==> src/rtl/mpmp_fifo_pkg.sv <==
// Shared helpers for the multi-push/multi-pop flow-controlled FIFO.
// Pointer math uses compare-and-subtract so any depth works, not just powers of two.
package mpmp_fifo_pkg;

    function automatic int unsigned sat_min(input int unsigned a, input int unsigned b);
        return (a < b) ? a : b;
    endfunction

    // Caller guarantees ptr < depth and inc <= depth, so one subtraction suffices.
    function automatic int unsigned wrap_add(input int unsigned ptr, input int unsigned inc,
                                             input int unsigned depth);
        int unsigned s;
        s = ptr + inc;
        return (s >= depth) ? s - depth : s;
    endfunction

endpackage

==> src/rtl/mpmp_fifo_ctrl.sv <==
// Pointer, level and error-flag bookkeeping for mpmp_fifo_flow.
// All status outputs depend only on registered state.
module mpmp_fifo_ctrl
    import mpmp_fifo_pkg::*;
#(
    parameter int unsigned D        = 8,
    parameter int unsigned N        = 4,
    parameter int unsigned AF_LEVEL = D - N,
    parameter int unsigned AE_LEVEL = N - 1,
    parameter int unsigned WN       = $clog2(N + 1),
    parameter int unsigned WL       = $clog2(D + 1),
    parameter int unsigned WP       = (D > 1) ? $clog2(D) : 1
) (
    input  logic          clk,
    input  logic          arstn,
    input  logic          flush,
    input  logic          clear_err,
    input  logic [WN-1:0] push,
    input  logic [WN-1:0] pop,
    output logic          wr_en,
    output logic [WP-1:0] wr_ptr,
    output logic [WP-1:0] rd_ptr,
    output logic [WN-1:0] can_push,
    output logic [WN-1:0] can_pop,
    output logic [WL-1:0] level,
    output logic          almost_full,
    output logic          almost_empty,
    output logic          overflow,
    output logic          underflow
);

    logic [WP-1:0] wr_ptr_q, wr_ptr_d, rd_ptr_q, rd_ptr_d;
    logic [WL-1:0] level_q, level_d;
    logic          ovf_q, ovf_d, unf_q, unf_d;
    logic          push_ok, pop_ok;
    int unsigned   lvl, cp, cpop, push_v, pop_v;

    always_comb begin
        lvl    = 32'(level_q);
        cp     = sat_min(N, D - lvl);
        cpop   = sat_min(N, lvl);
        push_ok = 32'(push) <= cp;
        pop_ok  = 32'(pop) <= cpop;
        push_v = push_ok ? 32'(push) : 0;
        pop_v  = pop_ok ? 32'(pop) : 0;

        wr_ptr_d = wr_ptr_q;
        rd_ptr_d = rd_ptr_q;
        level_d  = level_q;
        ovf_d    = ovf_q & ~clear_err;
        unf_d    = unf_q & ~clear_err;
        wr_en    = 1'b0;

        if (flush) begin
            // Flush discards any concurrent request without flagging it.
            wr_ptr_d = '0;
            rd_ptr_d = '0;
            level_d  = '0;
        end else begin
            if (push_ok) begin
                wr_ptr_d = WP'(wrap_add(32'(wr_ptr_q), push_v, D));
                wr_en    = (push != '0);
            end else begin
                ovf_d = 1'b1;
            end
            if (pop_ok) begin
                rd_ptr_d = WP'(wrap_add(32'(rd_ptr_q), pop_v, D));
            end else begin
                unf_d = 1'b1;
            end
            level_d = WL'(lvl + push_v - pop_v);
        end
    end

    always_ff @(posedge clk or negedge arstn) begin
        if (!arstn) begin
            wr_ptr_q <= '0;
            rd_ptr_q <= '0;
            level_q  <= '0;
            ovf_q    <= 1'b0;
            unf_q    <= 1'b0;
        end else begin
            wr_ptr_q <= wr_ptr_d;
            rd_ptr_q <= rd_ptr_d;
            level_q  <= level_d;
            ovf_q    <= ovf_d;
            unf_q    <= unf_d;
        end
    end

    assign wr_ptr       = wr_ptr_q;
    assign rd_ptr       = rd_ptr_q;
    assign level        = level_q;
    assign can_push     = WN'(cp);
    assign can_pop      = WN'(cpop);
    assign almost_full  = lvl >= AF_LEVEL;
    assign almost_empty = lvl <= AE_LEVEL;
    assign overflow     = ovf_q;
    assign underflow    = unf_q;

endmodule

==> src/rtl/mpmp_fifo_flow.sv <==
// Multi-push/multi-pop FIFO with first-word-fall-through pop lanes, level,
// almost thresholds, flush and sticky error flags. Storage and lane muxing live here.
module mpmp_fifo_flow
    import mpmp_fifo_pkg::*;
#(
    parameter int unsigned W        = 8,
    parameter int unsigned D        = 8,
    parameter int unsigned N        = 4,
    parameter int unsigned AF_LEVEL = D - N,
    parameter int unsigned AE_LEVEL = N - 1,
    localparam int unsigned WN      = $clog2(N + 1),
    localparam int unsigned WL      = $clog2(D + 1)
) (
    input  logic                clk,
    input  logic                arstn,
    input  logic                flush,
    input  logic [WN-1:0]       push,
    input  logic [N-1:0][W-1:0] push_data,
    input  logic [WN-1:0]       pop,
    output logic [N-1:0][W-1:0] pop_data,
    output logic [WN-1:0]       can_push,
    output logic [WN-1:0]       can_pop,
    output logic [WL-1:0]       level,
    output logic                almost_full,
    output logic                almost_empty,
    output logic                overflow,
    output logic                underflow,
    input  logic                clear_err
);

    localparam int unsigned WP = (D > 1) ? $clog2(D) : 1;

    logic [W-1:0]  mem [D];
    logic          wr_en;
    logic [WP-1:0] wr_ptr, rd_ptr;

    mpmp_fifo_ctrl #(
        .D        (D),
        .N        (N),
        .AF_LEVEL (AF_LEVEL),
        .AE_LEVEL (AE_LEVEL),
        .WN       (WN),
        .WL       (WL),
        .WP       (WP)
    ) u_ctrl (
        .clk          (clk),
        .arstn        (arstn),
        .flush        (flush),
        .clear_err    (clear_err),
        .push         (push),
        .pop          (pop),
        .wr_en        (wr_en),
        .wr_ptr       (wr_ptr),
        .rd_ptr       (rd_ptr),
        .can_push     (can_push),
        .can_pop      (can_pop),
        .level        (level),
        .almost_full  (almost_full),
        .almost_empty (almost_empty),
        .overflow     (overflow),
        .underflow    (underflow)
    );

    always_ff @(posedge clk) begin
        if (wr_en) begin
            for (int unsigned i = 0; i < N; i++) begin
                if (i < 32'(push)) begin
                    mem[WP'(wrap_add(32'(wr_ptr), i, D))] <= push_data[i];
                end
            end
        end
    end

    // Lanes beyond the stored count read as zero so stale memory never leaks out.
    always_comb begin
        for (int unsigned i = 0; i < N; i++) begin
            pop_data[i] = '0;
            if (i < 32'(can_pop)) begin
                pop_data[i] = mem[WP'(wrap_add(32'(rd_ptr), i, D))];
            end
        end
    end

endmodule

==> config.mk <==
export PLATFORM = sky130hd
export DESIGN_NAME = mpmp_fifo_flow
export DESIGN_NICKNAME = d
export VERILOG_FILES = /design/src/rtl/mpmp_fifo_pkg.sv /design/src/rtl/mpmp_fifo_ctrl.sv /design/src/rtl/mpmp_fifo_flow.sv
export SDC_FILE = /design/constraint.sdc
export NUM_CORES = 1
export LEC_CHECK = 0
export CAP_MARGIN = 20
export CORE_MARGIN = 2
export CORE_UTILIZATION = 52
export CTS_CLUSTER_DIAMETER = 30
export DETAILED_ROUTE_END_ITERATION = 8
export PLACE_DENSITY = 0.78
export SYNTH_ARGS = -nofsm -noshare
export SYNTH_HDL_FRONTEND = slang
export SYNTH_HIERARCHICAL = 1
export SYNTH_SLANG_ARGS = --single-unit
==> constraint.sdc <==
create_clock -name clk -period 3.6 [get_ports clk]
set_input_delay 0.54 -clock clk [delete_from_list [all_inputs] [get_ports clk]]
set_output_delay 0.54 -clock clk [all_outputs]
set_load 0.05 [all_outputs]
# Yosys cells after proc, flatten, opt, wreduce, memory -nomap -nowiden

Memory sizes are Yosys's and may differ from the RTL's.
Index checks and enable logic that the tools add are counted.

Reduce and logical (&&, ||, !) cells: 3
$lt $le $gt $ge: 24
Multiplexer cells: 41
$add $sub $neg: 21
Bitwise gates (word level): 3

Operators with widths:

| kind                                                                                 | number |
|---|---|
| 32-bit by 4-bit greater-or-equal comparator with 1-bit output, second input constant | 2 |
| 3-bit by 32-bit <= comparator with 1-bit output                                      | 2 |
| 3-bit two-way mux                                                                    | 16 |
| 3-bit by 32-bit < comparator with 1-bit output, first input constant                 | 1 |
| 32-bit two-way mux                                                                   | 1 |
| 8-bit two-way mux                                                                    | 4 |
| 3-bit by 1-bit subtractor with 3-bit output, second input constant                   | 10 |
| 4-bit greater-or-equal comparator, second input constant                             | 6 |
| 1-bit two-way mux                                                                    | 18 |
| 3-bit by 2-bit adder with 4-bit output, second input constant                        | 4 |
| 1-bit by 3-bit < comparator with 1-bit output, first input constant                  | 4 |
| 2-bit by 3-bit < comparator with 1-bit output, first input constant                  | 4 |
| 3-bit by 1-bit adder with 4-bit output, second input constant                        | 2 |
| 3-bit by 3-bit adder with 4-bit output                                               | 2 |
| 3-bit by 4-bit greater-or-equal comparator with 1-bit output, second input constant  | 2 |
| 4-bit two-way mux                                                                    | 2 |
| 4-bit by 4-bit subtractor with 5-bit output, first input constant                    | 1 |
| 4-bit adder                                                                          | 1 |
| 4-bit by 3-bit greater-or-equal comparator with 1-bit output, second input constant  | 1 |
| 4-bit by 2-bit <= comparator with 1-bit output, second input constant                | 1 |
| 3-bit by 4-bit < comparator with 1-bit output, first input constant                  | 1 |
| 2-bit nonzero test                                                                   | 2 |
| 4-bit subtractor                                                                     | 1 |
| 3-bit nonzero test                                                                   | 1 |
| other kinds (2)                                                                      | 3 |

Bits in writable memories: 64
Memories kept: 1
Register bits: 12
Bits of input ports: 42

Memories:

| name | depth | width | rd ports | clocked after Yosys merged registers in | write ports | RTL line             | text |
|---|---|---|---|---|---|---|---|
| mem  | 8     | 8     | 4        | 0                                       | 4           | mpmp_fifo_flow.sv:33 | `logic [W-1:0] mem [D];` |

# Longest topological paths before layout

Gate-level depths: netlist of the first run.

Depth after elaboration: 10
Mapped depth: 18

# Hierarchy

The synthesis of the first run kept the hierarchy.

By module, submodules not included:

| module         | times used | area each (sq um) | cells an instance |
|---|---|---|---|
| mpmp_fifo_flow | 1          | 6020.8            | 750 |
| mpmp_fifo_ctrl | 1          | 1054.8            | 117 |

# Worst setup path after synthesis of the first run

Ideal clock, no wire load.

Kind: reg-to-reg
Start: register u_ctrl.level_q[0], in the netlist u_ctrl/level[0]
End: memory mem[6][0], enable pin
Clock period less this slack: 5.038 ns
Buffers on the path: 1
Required time: 3.196 ns
Slack: -1.438 ns
Arrival time: 4.635 ns
Stages on the path, launching flop included: 13
Setup time: 0.404 ns
Cell sequence: dfrtp_1 > inv_1 > ha_1 > nor2_1 > nor3_1 > nor3_1 > ha_1 > nand3b_1 > a21boi_4 > nor3_1 > buf_2 > nand3_1 > o311ai_0

RTL lines:

| item                     | RTL line             | text |
|---|---|---|
| start: declaration       | mpmp_fifo_ctrl.sv:33 | `logic [WL-1:0] level_q, level_d;` |
| start signal: assignment | mpmp_fifo_ctrl.sv:85 | `level_q <= level_d;` |
| end: declaration         | mpmp_fifo_flow.sv:33 |  |

# Final worst setup path of the first run

Start: register u_ctrl.level_q[0], in the netlist u_ctrl/level[0]
End: register u_ctrl.level_q[3], in the netlist u_ctrl/level[3]

Word-level cells in the longest chain between the ends: 8
Elaborated cells between the ends (all ways): 12
Classes of those cells: add/sub (3); order compare (4); mux (5)

Ends and longest elaborated chain:

| item                                            | RTL line             | text |
|---|---|---|
| 4-bit by 4-bit subtractor with 5-bit output     | mpmp_fifo_ctrl.sv:40 | `cp = sat_min(N, D - lvl);` |
| 3-bit by 32-bit < comparator with 1-bit output  | mpmp_fifo_pkg.sv:6   | `return (a < b) ? a : b;` |
| 32-bit two-way mux                              | mpmp_fifo_pkg.sv:6   |  |
| 3-bit by 32-bit <= comparator with 1-bit output | mpmp_fifo_ctrl.sv:42 | `push_ok = 32'(push) <= cp;` |
| 3-bit two-way mux                               | mpmp_fifo_ctrl.sv:44 | `push_v = push_ok ? 32'(push) : 0;` |
| 4-bit adder                                     | mpmp_fifo_ctrl.sv:71 | `level_d = WL'(lvl + push_v - pop_v);` |
| 4-bit subtractor *                              | mpmp_fifo_ctrl.sv:71 |  |
| 4-bit two-way mux *                             | mpmp_fifo_ctrl.sv:54 | `if (flush) begin` |
| via u_ctrl.level_d[3]                           | mpmp_fifo_ctrl.sv:33 |  |

Mark *: on every way through the listed nets, which the timed path passes. The rest lies on a longest branch.
A chain may end at the register's enable or synchronous reset.

==> flow_summary.yaml, run 1 <==
synth:
  synth_fp_nets: 932
  ys_seq_elements: 76
  synth-main-ff-cell: "edfxtp_1"
  yosysWarnings: 6
  synth_cells: 867
  synth.avg_cell_area_um2: 8.161
  synth_edf_count: 64
  yosysUniqueCellTypes: 47
  ys_seq_area_share_pct: 31.41
  async_flop_share_pct: 15.79
  synth_area_um2: 7076
hold_path:
  worstHoldEndpoint: "u_ctrl/overflow"
  hold_class: "reg2reg"
  whs_path_depth: 2
  worstHoldStart: "u_ctrl/overflow"
sta:
  slew-limit-headroom_pct: 31.74
  finalHoldViolCount: 0
  whs_ps: 556.4
  rsz0062_at_grt: "yes"
  setup_viol: 0
  worstMarginPinSlew_ps: 1016
  timing.final.crit_period_ps: 3573
  max_freq_mhz: 279.9
  fin_skew_ps: 8.754
  finalCritPeriodShare_pct: 99.25
  final-max-slew-violation-count: 0
power_and_ir_drop:
  p_int_uw: 4539
  power_frac_seq_pct: 17.1
  clockPowerShare_pct: 9.5
  p_switching_uw: 4905
  p_leak_uw: 0.003335
  swShare_pct: 51.94
  p_per_area_nw_per_um2: 1051
  comb_power_share_pct: 73.5
  vdd_drop_max_mv: 0.5454
floorplanning:
  ioPinCount: 88
  die-area_um2: 14560
  die_w_um: 120.7
  die_h_um: 120.7
  core_um2: 13240
  rows: 42
  start_util_pct: 53.43
global_route:
  grt_pass1_wl_um: 40130
  grtUsageTotal_pct: 35.77
  antenna_found_initial: 0
  grt_pass1_vias: 6865
  grt.overflow.total: 0
  grt_max_degree: 33
drt:
  route.detailed.drc: 0
  vias: 7622
  drt_wl_total_um: 25680
  first_iter_violations: 1626
  first_pass_iters: 6
  ant_nets: 0
  drt-wirelength-per-cell_um: 22.70
  vias_per_cell: 6.739
worst_setup_path:
  end_kind: "flip-flop"
  rrSetupSlack_ps: 30
  worst-r2r-cell-count: 17
  worstSetupPathType: "reg2reg"
  worstReg2RegEnd: "u_ctrl/level[3]"
  setup.worst_path.start_class: "flip-flop"
  arrival_ps: 3800
  critPathMaxFanout: 5
  rr_startpoint: "u_ctrl/level[0]"
  cp-startpoint: "u_ctrl/level[0]"
  required_ps: 3820
place:
  globalplace.congestion: 1.083
  hpwl_um: 18790
  port_buffers: 87
  dp.cells: 1113
  dpl_cell_area_um2: 8621
clock_network:
  cts_tree: "built"
  path_clk_slew_ps: 60
  clockBufferDepth: 2
  cts_buffers: 9
  htreeDepth: 3
  cts.sinks: 76
  worst_skew_pair.late_latency_ps: 340
  cts_hold_buf: 0
  cts-root-buf: "clkbuf_16"
layout:
  antenna_cells: 0
  drive_gt1_share_pct: 18.85
  syn_to_final_growth_pct: 27.02
  fin_nets: 1015
  postLayoutCellArea_um2: 8987
  final_cells: 1131
outcome:
  status: "finished, final reports clean"
run:
  cap_violations: 0
==> metal layers <==
layer	wire, µm	GRT usage (%)	up-vias
met2	11340	53.25	630
met1	10110	52.31	3553
met5	0	0	-
met3	3372	7.689	78
li1	-	-	3361
met4	853	10.90	0
==> state kept, by name (all words and copies together), names as in the netlist <==
signal	flops
mem	64
u_ctrl/level	4
u_ctrl/overflow	1
u_ctrl/rd_ptr	3
u_ctrl/underflow	1
u_ctrl/wr_ptr	3
==> power groups by stage <==
stage          Combinational, µW  Sequential, µW  Clock (µW)
5_1_grt                     7370            1640         930
3_5_place_dp                6740            1610           0
2_1_floorplan               4630            1550           0
4_1_cts                     6770            1590         896
6_report                    6940            1610         894
3_3_place_gp                6630            1600           0
==> what timing repair did <==
item | CTS | global route
gates resized for setup | 1 | 13
cloned | 0 | 0
setup buffers | 0 | 2
endpoints found under the setup margin | 6 | 77
pin swaps | 0 | 2
==> cell usage in the layout (no fill, tap or decap), drive strengths merged, types with 6 or more instances in the layout <==
cell type	Yosys	layout
a21oi	30	30
a22oi	8	8
a31oi	64	64
and2	11	11
and4	17	17
buf	55	82
clkbuf	26	10
clkdlybuf4s50	0	71
dfrtp	12	12
edfxtp	64	64
ha	18	18
inv	25	25
mux2i	27	27
mux4	29	29
nand2	245	245
nand3	54	54
nand4	6	6
nor2	18	18
nor2b	12	12
nor3	15	15
o21ai	8	8
o22ai	64	64
o311ai	6	6
or3	8	8
xnor2	8	8
==> metrics by stage <==
| step | setup WS [ps] | utilization, % | power [µW] | setup TNS, ps |
|---|---|---|---|---|
| 3_5_place_dp | 108.7 | 65.10 | 8348 | 0 |
| 5_1_grt | -107.4 | 67.87 | 9936 | -120.5 |
| 6_report | 27.16 | 67.87 | 9444 | 0 |
| 3_3_place_gp | 157.1 | 65.10 | 8237 | 0 |
| 4_1_cts | 50.98 | 67.34 | 9260 | 0 |
| 2_1_floorplan | -223.5 | - | 6180 | -2410 |
==> worst max-delay path: stages, from the launching register on <==
cell	delay [ps]
dfrtp_2	420
inv_4	100
ha_4	160
nor2b_4	190
o22ai_1	80
a21oi_1	170
o21ai_0	120
ha_1	330
nand3b_1	160
a21bo_2	210
nand2_2	120
fa_1	570
inv_2	60
ha_4	200
a21o_1	180
a21oi_2	170
xnor2_2	130
nor2_1	60
==> worst max-delay path by stage <==
| stage | to | slack [ps] |
|---|---|---|
| 6_report | u_ctrl/level[3] | 30 |
| 5_1_grt | u_ctrl/level[3] | -110 |
| 4_1_cts | u_ctrl/level[3] | 50 |
| 3_5_place_dp | mem[2][2] | 110 |
| 3_3_place_gp | mem[2][2] | 160 |
| 2_1_floorplan | mem[5][0] | -220 |
==> final cells by class <==
| class | count | area (µm²) |
|---|---|---|
| Clock buffer | 10 | 229.0 |
| Clock inverter | 6 | 62.56 |
| Fill cell | 1088 | 4255 |
| Inverter | 25 | 100.1 |
| Multi-Input combinational cell | 685 | 4705 |
| Sequential cell | 76 | 2228 |
| Tap cell | 176 | 220.2 |
| Timing Repair Buffer | 153 | 1443 |
==> kinds of logic (layout without fill, tap and decap cells) <==
logic type | after synthesis | after routing | synth area share, %
AND/OR/NAND/NOR | 393 | 393 | 25.02
AO/OA/AOI/OAI | 199 | 199 | 18.18
buffers and inverters | 106 | 194 | 5.995
flip-flops | 76 | 76 | 31.41
multiplexers | 56 | 56 | 13.05
adder cells (fa/ha/maj) | 24 | 24 | 4.739
XOR/XNOR | 13 | 13 | 1.609
==> Yosys cell counts, types with 8 or more instances <==
library cell | number | share of area, %
nor2b_1 | 12 | 1.1
nor3_1 | 14 | 0.99
a21oi_1 | 28 | 2.0
and2_1 | 10 | 0.88
nand3_1 | 54 | 3.8
and4_1 | 17 | 2.1
buf_1 | 34 | 1.8
nor2_1 | 18 | 0.95
edfxtp_1 | 64 | 27
buf_2 | 21 | 1.5
ha_1 | 18 | 3.2
a22oi_1 | 8 | 0.85
a31oi_1 | 64 | 5.7
nand2_1 | 245 | 13
mux4_2 | 29 | 9.2
o21ai_0 | 8 | 0.57
dfrtp_1 | 12 | 4.2
xnor2_1 | 8 | 0.99
mux2i_1 | 27 | 3.8
inv_1 | 25 | 1.3
o22ai_1 | 64 | 5.7
clkbuf_1 | 26 | 1.4
or3_1 | 8 | 0.71
No activity file was read; power rests on OpenSTA's default activity.
==> run 2: changes to the inputs <==
- CORE_MARGIN: 2 -> unset
- SETUP_SLACK_MARGIN: unset -> 0.5
==> run 2 against run 1 <==
Net effect:
- largest cell class unchanged
- combinational power up 22%
- critical path type unchanged
- cell area up 21%
- maximum frequency up 2.9%
==> flow_summary.yaml, run 2 (synthesis gave the netlist of run 1 again) <==
clock_network:
  cts_tree: "built"
  worst_skew_pair.late_latency_ps: 350
  clockBufferDepth: 2
  cts_buffers: 9
  cts_hold_buf: 0
  cts-root-buf: "clkbuf_16"
  path_clk_slew_ps: 60
  cts.sinks: 76
  htreeDepth: 3
global_route:
  use_met3_pct: 7.191
  busiest_layer: "met2"
  grt_max_degree: 33
  use_met1_pct: 55.89
  grt_util_met2_pct: 63.93
  antenna_found_initial: 0
  grtUsageTotal_pct: 40.77
  grt.overflow.total: 0
  grt_pass1_vias: 7679
  grt_pass1_wl_um: 44080
worst_setup_path:
  worstSetupPathType: "reg2reg"
  required_ps: 3700
  crit_top_cell: "buf_6"
  critPathMaxFanout: 8
  crit_slowest_cell: "dfrtp_2"
  worst-r2r-cell-count: 17
  cp_num_cells: 17
  setup.worst_path.start_class: "flip-flop"
  cpPeakStageDelay_ps: 440
  end_kind: "flip-flop"
  critPathBufInv: 4
  worstPathCellList: "inv_4 > ha_4 > nor2b_4 > o22ai_2 > a21oi_2 > o21ai_1 > ha_1 > nand3b_1 > a21boi_4 > nor3_4 > buf_6 > nor2b_4 > buf_6 > nand4_1 > buf_6 > o22ai_4 > a31oi_4"
  arrival_ps: 3570
  critical-path-top-delay-family: "simple AND/OR/NAND/NOR gates"
sta:
  final-max-slew-violation-count: 0
  finalCritPeriodShare_pct: 96.40
  worstMarginPinSlew_ps: 1162
  setup_viol: 0
  rsz0062_at_grt: "yes"
  fin_setup_tns_ps: 0
  timing.final.crit_period_ps: 3471
  fin_skew_ps: 8.471
  max_freq_mhz: 288.1
  finalHoldViolCount: 0
  slew-limit-headroom_pct: 21.92
drt:
  first_iter_violations: 1812
  vias_per_cell: 7.269
  drt_wl_total_um: 30920
  drt-wirelength-per-cell_um: 26.45
  route.detailed.drc: 0
  first_pass_iters: 8
  ant_nets: 0
  vias: 8498
place:
  port_buffers: 87
  hpwl_um: 19800
  dp.cells: 1103
  globalplace.congestion: 0.9942
floorplanning:
  rows: 42
  die-area_um2: 14080
  ioPinCount: 88
  core_um2: 13240
  die_h_um: 118.7
  die_w_um: 118.7
  start_util_pct: 53.43
layout:
  drive_gt1_share_pct: 39.58
  fin_nets: 1053
  top_register: "mem"
  antenna_cells: 0
  final_cells: 1169
  final_common_cell: "nand2_1"
  final_cell_mix: "214 x nand2_1, 64 x edfxtp_1, 61 x buf_4, 53 x clkdlybuf4s50_1, 43 x nand3_1"
  seq_area_um2: 2231
  multi_input_area_um2: 6002
  fillerInstances: 737
  largest_register_ffs: 64
  syn_to_final_growth_pct: 53.51
run:
  cap_violations: 0
hold_path:
  whs_path_depth: 2
  hold_class: "reg2reg"
power_and_ir_drop:
  p_per_area_nw_per_um2: 1019
  p_leak_uw: 0.003915
  vdd_drop_max_mv: 0.4881
outcome:
  status: "finished, final reports clean"
## run 2: worst paths after layout
path,from,end,slack [ps]
worst max-delay path,u_ctrl/level[1],mem[0][5],130
worst min-delay path,u_ctrl/overflow,u_ctrl/overflow,560
worst max register to register,u_ctrl/level[1],mem[0][5],130
worst min register to register,u_ctrl/overflow,u_ctrl/overflow,560
max in group asynchronous,arstn,u_ctrl/rd_ptr[0],2450
min in group asynchronous,arstn,u_ctrl/wr_ptr[0],610
## run 2: worst min-delay path, cell delays in order, from the launching register on
cell,delay [ps]
dfrtp_1,370
inv_1,60
o22ai_1,80
## run 2: final cells by class
cell class                      count  share of cell area, %
Multi-Input combinational cell    686                  55.26
Sequential cell                    76                  20.54
Timing Repair Buffer              190                  18.56
Clock buffer                       12                  2.177
Tap cell                          176                  2.027
Clock inverter                      4                 0.4608
Inverter                           25                 0.9791
## run 2: metal layers
layer | vias up | wire length, µm
met5 | - | 0
met4 | 0 | 1681
met3 | 203 | 4004
met2 | 834 | 14160
met1 | 4002 | 11070
li1 | 3459 | -
## run 2: where the power goes
part | internal, µW | switching, µW | total (µW) | leakage, µW
logic | 3590 | 4910 | 8490 | 0.00305
clock network | 537 | 381 | 917 | 0.000134
registers | 1290 | 369 | 1660 | 0.000733
total | 5410 | 5660 | 11100 | 0.00392
## run 2: metrics by stage
| step | hold WS [ps] | worst slack [ps] | total power (µW) | cell area, µm² | utilization (%) |
|---|---|---|---|---|---|
| 4_1_cts | 541.5 | 250.4 | 10360 | 10110 | 76.35 |
| 6_report | 557.5 | 129.5 | 11070 | 10860 | 82.02 |
| 3_5_place_dp | 534.3 | 69.25 | 8875 | 8847 | 66.81 |
| 2_1_floorplan | 244.4 | -207.1 | 6412 | 7557 | - |
| 5_1_grt | 547.6 | 55.23 | 11450 | 10860 | 82.02 |
| 3_3_place_gp | 525.7 | 183.8 | 8681 | 8847 | 66.81 |
## run 2: what timing repair did
item	CTS	global route
gates resized for setup	157	141
buffers inserted	38	10
setup endpoints to repair	166	165
pin swaps	49	44
gates cloned	2	0
==> run 3: changes to the inputs <==
- CTS_CLUSTER_SIZE: unset -> 8
==> results of run 3 <==
Final layout, timing and power as in run 2 (identical DEF).
